===== src/rtl/keypad_pkg.sv =====
// Shared types and constants for the 4x3 keypad scanner.
// Covers state encoding, keypad geometry, named key codes and small column helpers.
package keypad_pkg;

  typedef enum logic [1:0] {
    ST_SCAN     = 2'd0,
    ST_DEBOUNCE = 2'd1,
    ST_PRESSED  = 2'd2
  } kp_state_e;

  localparam int NUM_ROWS = 4;
  localparam int NUM_COLS = 3;

  localparam logic [3:0] KEY_STAR = 4'd9;
  localparam logic [3:0] KEY_0    = 4'd10;
  localparam logic [3:0] KEY_HASH = 4'd11;

  function automatic logic [1:0] col_to_idx(input logic [2:0] col);
    logic [1:0] idx;
    idx = 2'd0;
    case (col)
      3'b010:  idx = 2'd1;
      3'b100:  idx = 2'd2;
      default: idx = 2'd0;
    endcase
    return idx;
  endfunction

  // A rotate keeps the strobe one-hot without needing a separate index register.
  function automatic logic [2:0] next_col(input logic [2:0] col);
    return {col[1:0], col[2]};
  endfunction

  function automatic logic [3:0] key_of(input logic [1:0] row_idx, input logic [1:0] col_idx);
    return ({2'b00, row_idx} * 4'd3) + {2'b00, col_idx};
  endfunction

endpackage


===== src/rtl/kp_row_sync.sv =====
// Two-flop synchroniser for the asynchronous row lines.
// Also flags whether exactly one row is active and which one it is.
module kp_row_sync
  import keypad_pkg::*;
(
  input  logic                i_clk,
  input  logic                i_rst,
  input  logic [NUM_ROWS-1:0] i_row,
  output logic [NUM_ROWS-1:0] o_row_s,
  output logic [1:0]          o_row_idx,
  output logic                o_row_single
);

  logic [NUM_ROWS-1:0] r_meta;
  logic [NUM_ROWS-1:0] r_sync;
  logic [1:0]          w_idx;

  always_ff @(posedge i_clk or posedge i_rst) begin
    if (i_rst) begin
      r_meta <= '0;
      r_sync <= '0;
    end else begin
      r_meta <= i_row;
      r_sync <= r_meta;
    end
  end

  // The index is only meaningful when o_row_single is high.
  always_comb begin
    w_idx = 2'd0;
    case (r_sync)
      4'b0010: w_idx = 2'd1;
      4'b0100: w_idx = 2'd2;
      4'b1000: w_idx = 2'd3;
      default: w_idx = 2'd0;
    endcase
  end

  assign o_row_s      = r_sync;
  assign o_row_idx    = w_idx;
  assign o_row_single = (r_sync != '0) && ((r_sync & (r_sync - 4'd1)) == '0);

endmodule


===== src/rtl/keypad_scan_ctrl.sv =====
// Column-scan, debounce and press/release sequencer for the 4x3 keypad.
// Emits one key_valid pulse per debounced press, and key_held stays high until a debounced release.
module keypad_scan_ctrl
  import keypad_pkg::*;
#(
  parameter int SCAN_DIV     = 250000,
  parameter int DEBOUNCE_CNT = 500000
) (
  input  logic                clk,
  input  logic                reset,
  input  logic [NUM_ROWS-1:0] row,
  output logic [NUM_COLS-1:0] col,
  output logic [3:0]          key_code,
  output logic                key_valid,
  output logic                key_held,
  output logic [1:0]          o_dbg_state
);

  localparam int MAXV = (SCAN_DIV > DEBOUNCE_CNT) ? SCAN_DIV : DEBOUNCE_CNT;
  localparam int CW   = $clog2(MAXV) + 1;

  logic [NUM_ROWS-1:0] w_row_s;
  logic [1:0]          w_row_idx;
  logic                w_row_single;
  logic                w_lat_match;

  kp_state_e     r_state, w_state_nxt;
  logic [CW-1:0] r_cnt, w_cnt_nxt;
  logic [2:0]    r_col, w_col_nxt;
  logic [1:0]    r_lat_row, w_lat_row_nxt;
  logic [3:0]    r_code, w_code_nxt;
  logic          r_valid, w_valid_nxt;
  logic          r_held, w_held_nxt;

  kp_row_sync u_row_sync (
    .i_clk        (clk),
    .i_rst        (reset),
    .i_row        (row),
    .o_row_s      (w_row_s),
    .o_row_idx    (w_row_idx),
    .o_row_single (w_row_single)
  );

  assign w_lat_match = (w_row_s == (4'b0001 << r_lat_row));

  always_ff @(posedge clk or posedge reset) begin
    if (reset) begin
      r_state   <= ST_SCAN;
      r_cnt     <= '0;
      r_col     <= 3'b001;
      r_lat_row <= 2'd0;
      r_code    <= 4'd0;
      r_valid   <= 1'b0;
      r_held    <= 1'b0;
    end else begin
      r_state   <= w_state_nxt;
      r_cnt     <= w_cnt_nxt;
      r_col     <= w_col_nxt;
      r_lat_row <= w_lat_row_nxt;
      r_code    <= w_code_nxt;
      r_valid   <= w_valid_nxt;
      r_held    <= w_held_nxt;
    end
  end

  always_comb begin
    w_state_nxt   = r_state;
    w_cnt_nxt     = r_cnt;
    w_col_nxt     = r_col;
    w_lat_row_nxt = r_lat_row;
    w_code_nxt    = r_code;
    w_valid_nxt   = 1'b0;
    w_held_nxt    = r_held;
    case (r_state)
      ST_SCAN: begin
        if (r_cnt == CW'(SCAN_DIV - 1)) begin
          w_cnt_nxt = '0;
          if (w_row_single) begin
            w_lat_row_nxt = w_row_idx;
            w_state_nxt   = ST_DEBOUNCE;
          end else begin
            w_col_nxt = next_col(r_col);
          end
        end else begin
          w_cnt_nxt = r_cnt + CW'(1);
        end
      end
      ST_DEBOUNCE: begin
        // Column stays frozen, so the current strobe is the latched column.
        if (!w_lat_match) begin
          w_state_nxt = ST_SCAN;
          w_col_nxt   = next_col(r_col);
          w_cnt_nxt   = '0;
        end else if (r_cnt == CW'(DEBOUNCE_CNT - 1)) begin
          w_state_nxt = ST_PRESSED;
          w_cnt_nxt   = '0;
          w_code_nxt  = key_of(r_lat_row, col_to_idx(r_col));
          w_valid_nxt = 1'b1;
          w_held_nxt  = 1'b1;
        end else begin
          w_cnt_nxt = r_cnt + CW'(1);
        end
      end
      ST_PRESSED: begin
        if (w_row_s != '0) begin
          w_cnt_nxt = '0;
        end else if (r_cnt == CW'(DEBOUNCE_CNT - 1)) begin
          w_state_nxt = ST_SCAN;
          w_cnt_nxt   = '0;
          w_held_nxt  = 1'b0;
          w_col_nxt   = next_col(r_col);
        end else begin
          w_cnt_nxt = r_cnt + CW'(1);
        end
      end
      default: begin
        w_state_nxt = ST_SCAN;
        w_cnt_nxt   = '0;
        w_col_nxt   = 3'b001;
        w_held_nxt  = 1'b0;
      end
    endcase
  end

  assign col         = r_col;
  assign key_code    = r_code;
  assign key_valid   = r_valid;
  assign key_held    = r_held;
  assign o_dbg_state = r_state;

endmodule


===== config.mk =====
export PLATFORM = sky130hd
export DESIGN_NAME = keypad_scan_ctrl
export DESIGN_NICKNAME = d
export VERILOG_FILES = /design/src/rtl/keypad_pkg.sv /design/src/rtl/kp_row_sync.sv /design/src/rtl/keypad_scan_ctrl.sv
export SDC_FILE = /design/constraint.sdc
export NUM_CORES = 1
export LEC_CHECK = 0
export BUFFER_PORTS_ARGS = -buffer_cell sky130_fd_sc_hd__buf_4
export CAP_MARGIN = 20
export CORE_MARGIN = 2
export CORE_UTILIZATION = 38
export CTS_CLUSTER_DIAMETER = 30
export DETAILED_ROUTE_END_ITERATION = 7
export MAX_ROUTING_LAYER = met4
export PLACE_DENSITY_LB_ADDON = 0.1
export SLEW_MARGIN = 20
export SYNTH_ARGS = -nofsm -noshare
export SYNTH_HDL_FRONTEND = slang
export SYNTH_SLANG_ARGS = --single-unit

===== constraint.sdc =====
create_clock -name clk -period 4.57 [get_ports clk]
set_input_delay 0 -clock clk [delete_from_list [all_inputs] [get_ports clk]]
set_output_delay 0 -clock clk [all_outputs]
set_load 0.02 [all_outputs]

==> metrics.yaml <==
layout:
  mostFrequentLayoutCell: "dfrtp_1"
  fillers: 470
  diodes: 0
  drive_gt1_share_pct: 16.4
  finalNetCount: 233
  fin_util_pct: 47.4
  syn2layout_area_growth_pct: 18.8
  final_cell_mix: "dfrtp_1, nor2_1, buf_4, nand2_1"
synth:
  syn-cell-area_um2: 2060
  synth_seq_area_share_pct: 49.8
  synth_cells: 193
  synth_cell_types: 39
  yosysWarnings: 0
  syn_avg_cell_area_um2: 10.7
  synthesis.nets: 208
  synth-seq-cells: 41
grt:
  grt_pass1_vias: 1453
  grt.total_usage_pct: 14.4
  grt_overflow_total: 0
  grt_pass1_wl_um: 6600
  grt_max_degree: 42
  grt_antenna_before_repair: 0
timing:
  finalSetupViolCount: 0
  fmax_ghz: 0.431
  worstMarginPinSlew_ps: 988
  finalHoldViolCount: 0
  worst_hold_slack_ps: 337
  grt_setup_unrepaired: "no"
  slew_headroom_pct: 33.5
  finalCritPeriodShare_pct: 50.8
  setup_slack_ps: 2250
  finClkSkew_ps: 5.83
  finalCriticalPeriod_ps: 2320
  finalMaxSlewViolations: 0
  tns_ps: 0
pwr:
  p_leak_nw: 1.07
  ir_drop_mv: 0.150
  p_total_mw: 0.737
  power_density_nw_per_um2: 301
clocking:
  clock_path_buffers: 2
  post_cts_buffers: 0
  cts_tree: "done"
  ctsHoldBuffers: 5
  cts_resized: 0
  cts_made_buffers: 5
  clk_pin_slew_worst_paths_ps: 80
  cts_max_level: 2
  numClockSinks: 41
  insertion_delay_ps: 300
  clock-root-buffer: "clkbuf_8"
critical_path:
  worstPathRequired_ps: 4800
  rrSetupSlack_ps: 2250
  cp_max_fo: 6
  critPathLaunchType: "register"
  cp.arrival_ps: 2550
  end_kind: "register"
  path_class: "register to register"
floorplanning:
  initial_core_util_pct: 39.9
  placementRows: 26
  core_area_um2: 5170
  die-area_um2: 6030
  ioPinCount: 17
  dieWidth_um: 77.7
  die-height_um: 77.7
routing:
  via_per_inst: 4.93
  drtIter0Drc: 70
  dr.pass1.iters: 4
  antenna_left: 0
  route.vias.total: 1424
  drc: 0
  wl_per_cell_um: 13.0
  drt_wl_total_um: 3760
placed_design:
  io_buffer_count: 16
  globalplace.congestion: 0.816
  place_ws_ps: 2230
  hpwl_um: 2760
outcome:
  status: "completed"
run:
  cap_viol_max_count: 0
worst_hold_path:
  hold_class: "primary input to register"
==> per-layer routing <==
layer | up-vias | track usage, % | wire [µm]
met2 | 20 | 21.9 | 1710
met4 | 0 | 5.36 | 62
met1 | 693 | 18.6 | 1850
li1 | 705 | - | -
met3 | 6 | 3.60 | 141
met5 | - | - | 0
==> through the flow <==
| stage | cells | cell area [µm²] |
|---|---|---|
| after CTS | 289 | 2450 |
| after detailed placement | 276 | 2270 |
| after global routing | 289 | 2450 |
| after global placement | 276 | 2270 |
| final | 289 | 2450 |
| after floorplan | 193 | 2060 |
==> worst max-delay path, cell delays in order, from the launching register on <==
cell and delay (ps):
dfrtp_1 440, nor4b_1 330, nand4_1 170, or4_4 600
a221oi_4 390, mux2_4 330
==> state kept, by name, indices dropped and copies added, names as in the netlist <==
name	flops
key_held	1
key_valid	1
r_cnt	20
u_row_sync.r_meta	4
u_row_sync.o_row_s	4
o_dbg_state	2
r_lat_row	2
key_code	4
col	3
==> where the power goes <==
group / switching (mW) / total, mW / internal (mW)
logic: 0.0117 / 0.0216 / 0.00991
registers: 0.00368 / 0.370 / 0.366
clock network: 0.129 / 0.346 / 0.217
total: 0.144 / 0.737 / 0.593
==> synth_stat cells <==
cell	n	area [µm²]
or3_1	1	6.26
o21bai_1	1	7.51
dfstp_2	1	26.3
nand4_1	8	50.1
a211oi_1	1	7.51
o41a_1	1	11.3
a21oi_1	1	5.00
nor4bb_1	1	10.0
o41ai_1	1	8.76
ha_1	7	87.6
a32o_1	1	10.0
xor2_1	12	105
dfrtp_1	40	1000
or2_2	1	6.26
inv_1	11	41.3
and4_1	3	26.3
nor4b_1	3	26.3
a21o_1	1	7.51
nor2b_1	2	12.5
mux2_4	1	15.0
nand3b_1	1	7.51
fa_1	2	40.0
nand3_1	8	40.0
clkbuf_1	5	18.8
nor3_4	1	16.3
mux2_2	3	33.8
o31ai_1	1	7.51
xnor2_1	12	105
nor4_2	1	12.5
a22oi_1	1	7.51
a221oi_4	1	26.3
nand2_1	15	56.3
mux2i_1	5	50.1
nor2_1	29	109
o22ai_1	1	6.26
and2_1	1	6.26
nor4_1	1	6.26
or4_4	1	11.3
nor3_1	6	30.0
==> final cells by class <==
type	instances	area, µm²	share of cell area, %
timing repair buffer	23	185	7.56
clock buffer	5	68.8	2.81
clock inverter	3	65.1	2.66
multi-input combinational	136	975	39.8
tap	70	87.6	3.58
inverter	11	41.3	1.69
sequential	41	1030	41.9
==> kinds of logic (layout without fill, tap and decap cells) <==
family | after synthesis | in the layout | share of synthesized area (%)
adders and majority gates | 9 | 9 | 6.19
and+or+nand+nor | 83 | 83 | 21.0
buffers and inverters | 16 | 42 | 2.91
muxes | 9 | 9 | 4.79
DFF | 41 | 41 | 49.8
xor gates and xnor gates | 24 | 24 | 10.2
AOI/OAI and AO/OA | 11 | 11 | 5.10
==> final timing paths <==
check / startpoint / to / cells after the start
setup / recovery: r_cnt[12]$_DFF_PP0_ / col[0]$_DFFE_PP1P_ / 5
hold / removal: row[1] / u_row_sync.r_meta[1]$_DFF_PP0_ / 2
setup reg to reg: r_cnt[12]$_DFF_PP0_ / col[0]$_DFFE_PP1P_ / 5
hold reg to reg: u_row_sync.r_meta[3]$_DFF_PP0_ / u_row_sync.o_row_s[3]$_DFF_PP0_ / 0
max in group asynchronous: reset / col[0]$_DFFE_PP1P_ / 4
min in group asynchronous: reset / u_row_sync.r_meta[2]$_DFF_PP0_ / 4
Power figures use the tool's default switching activity.
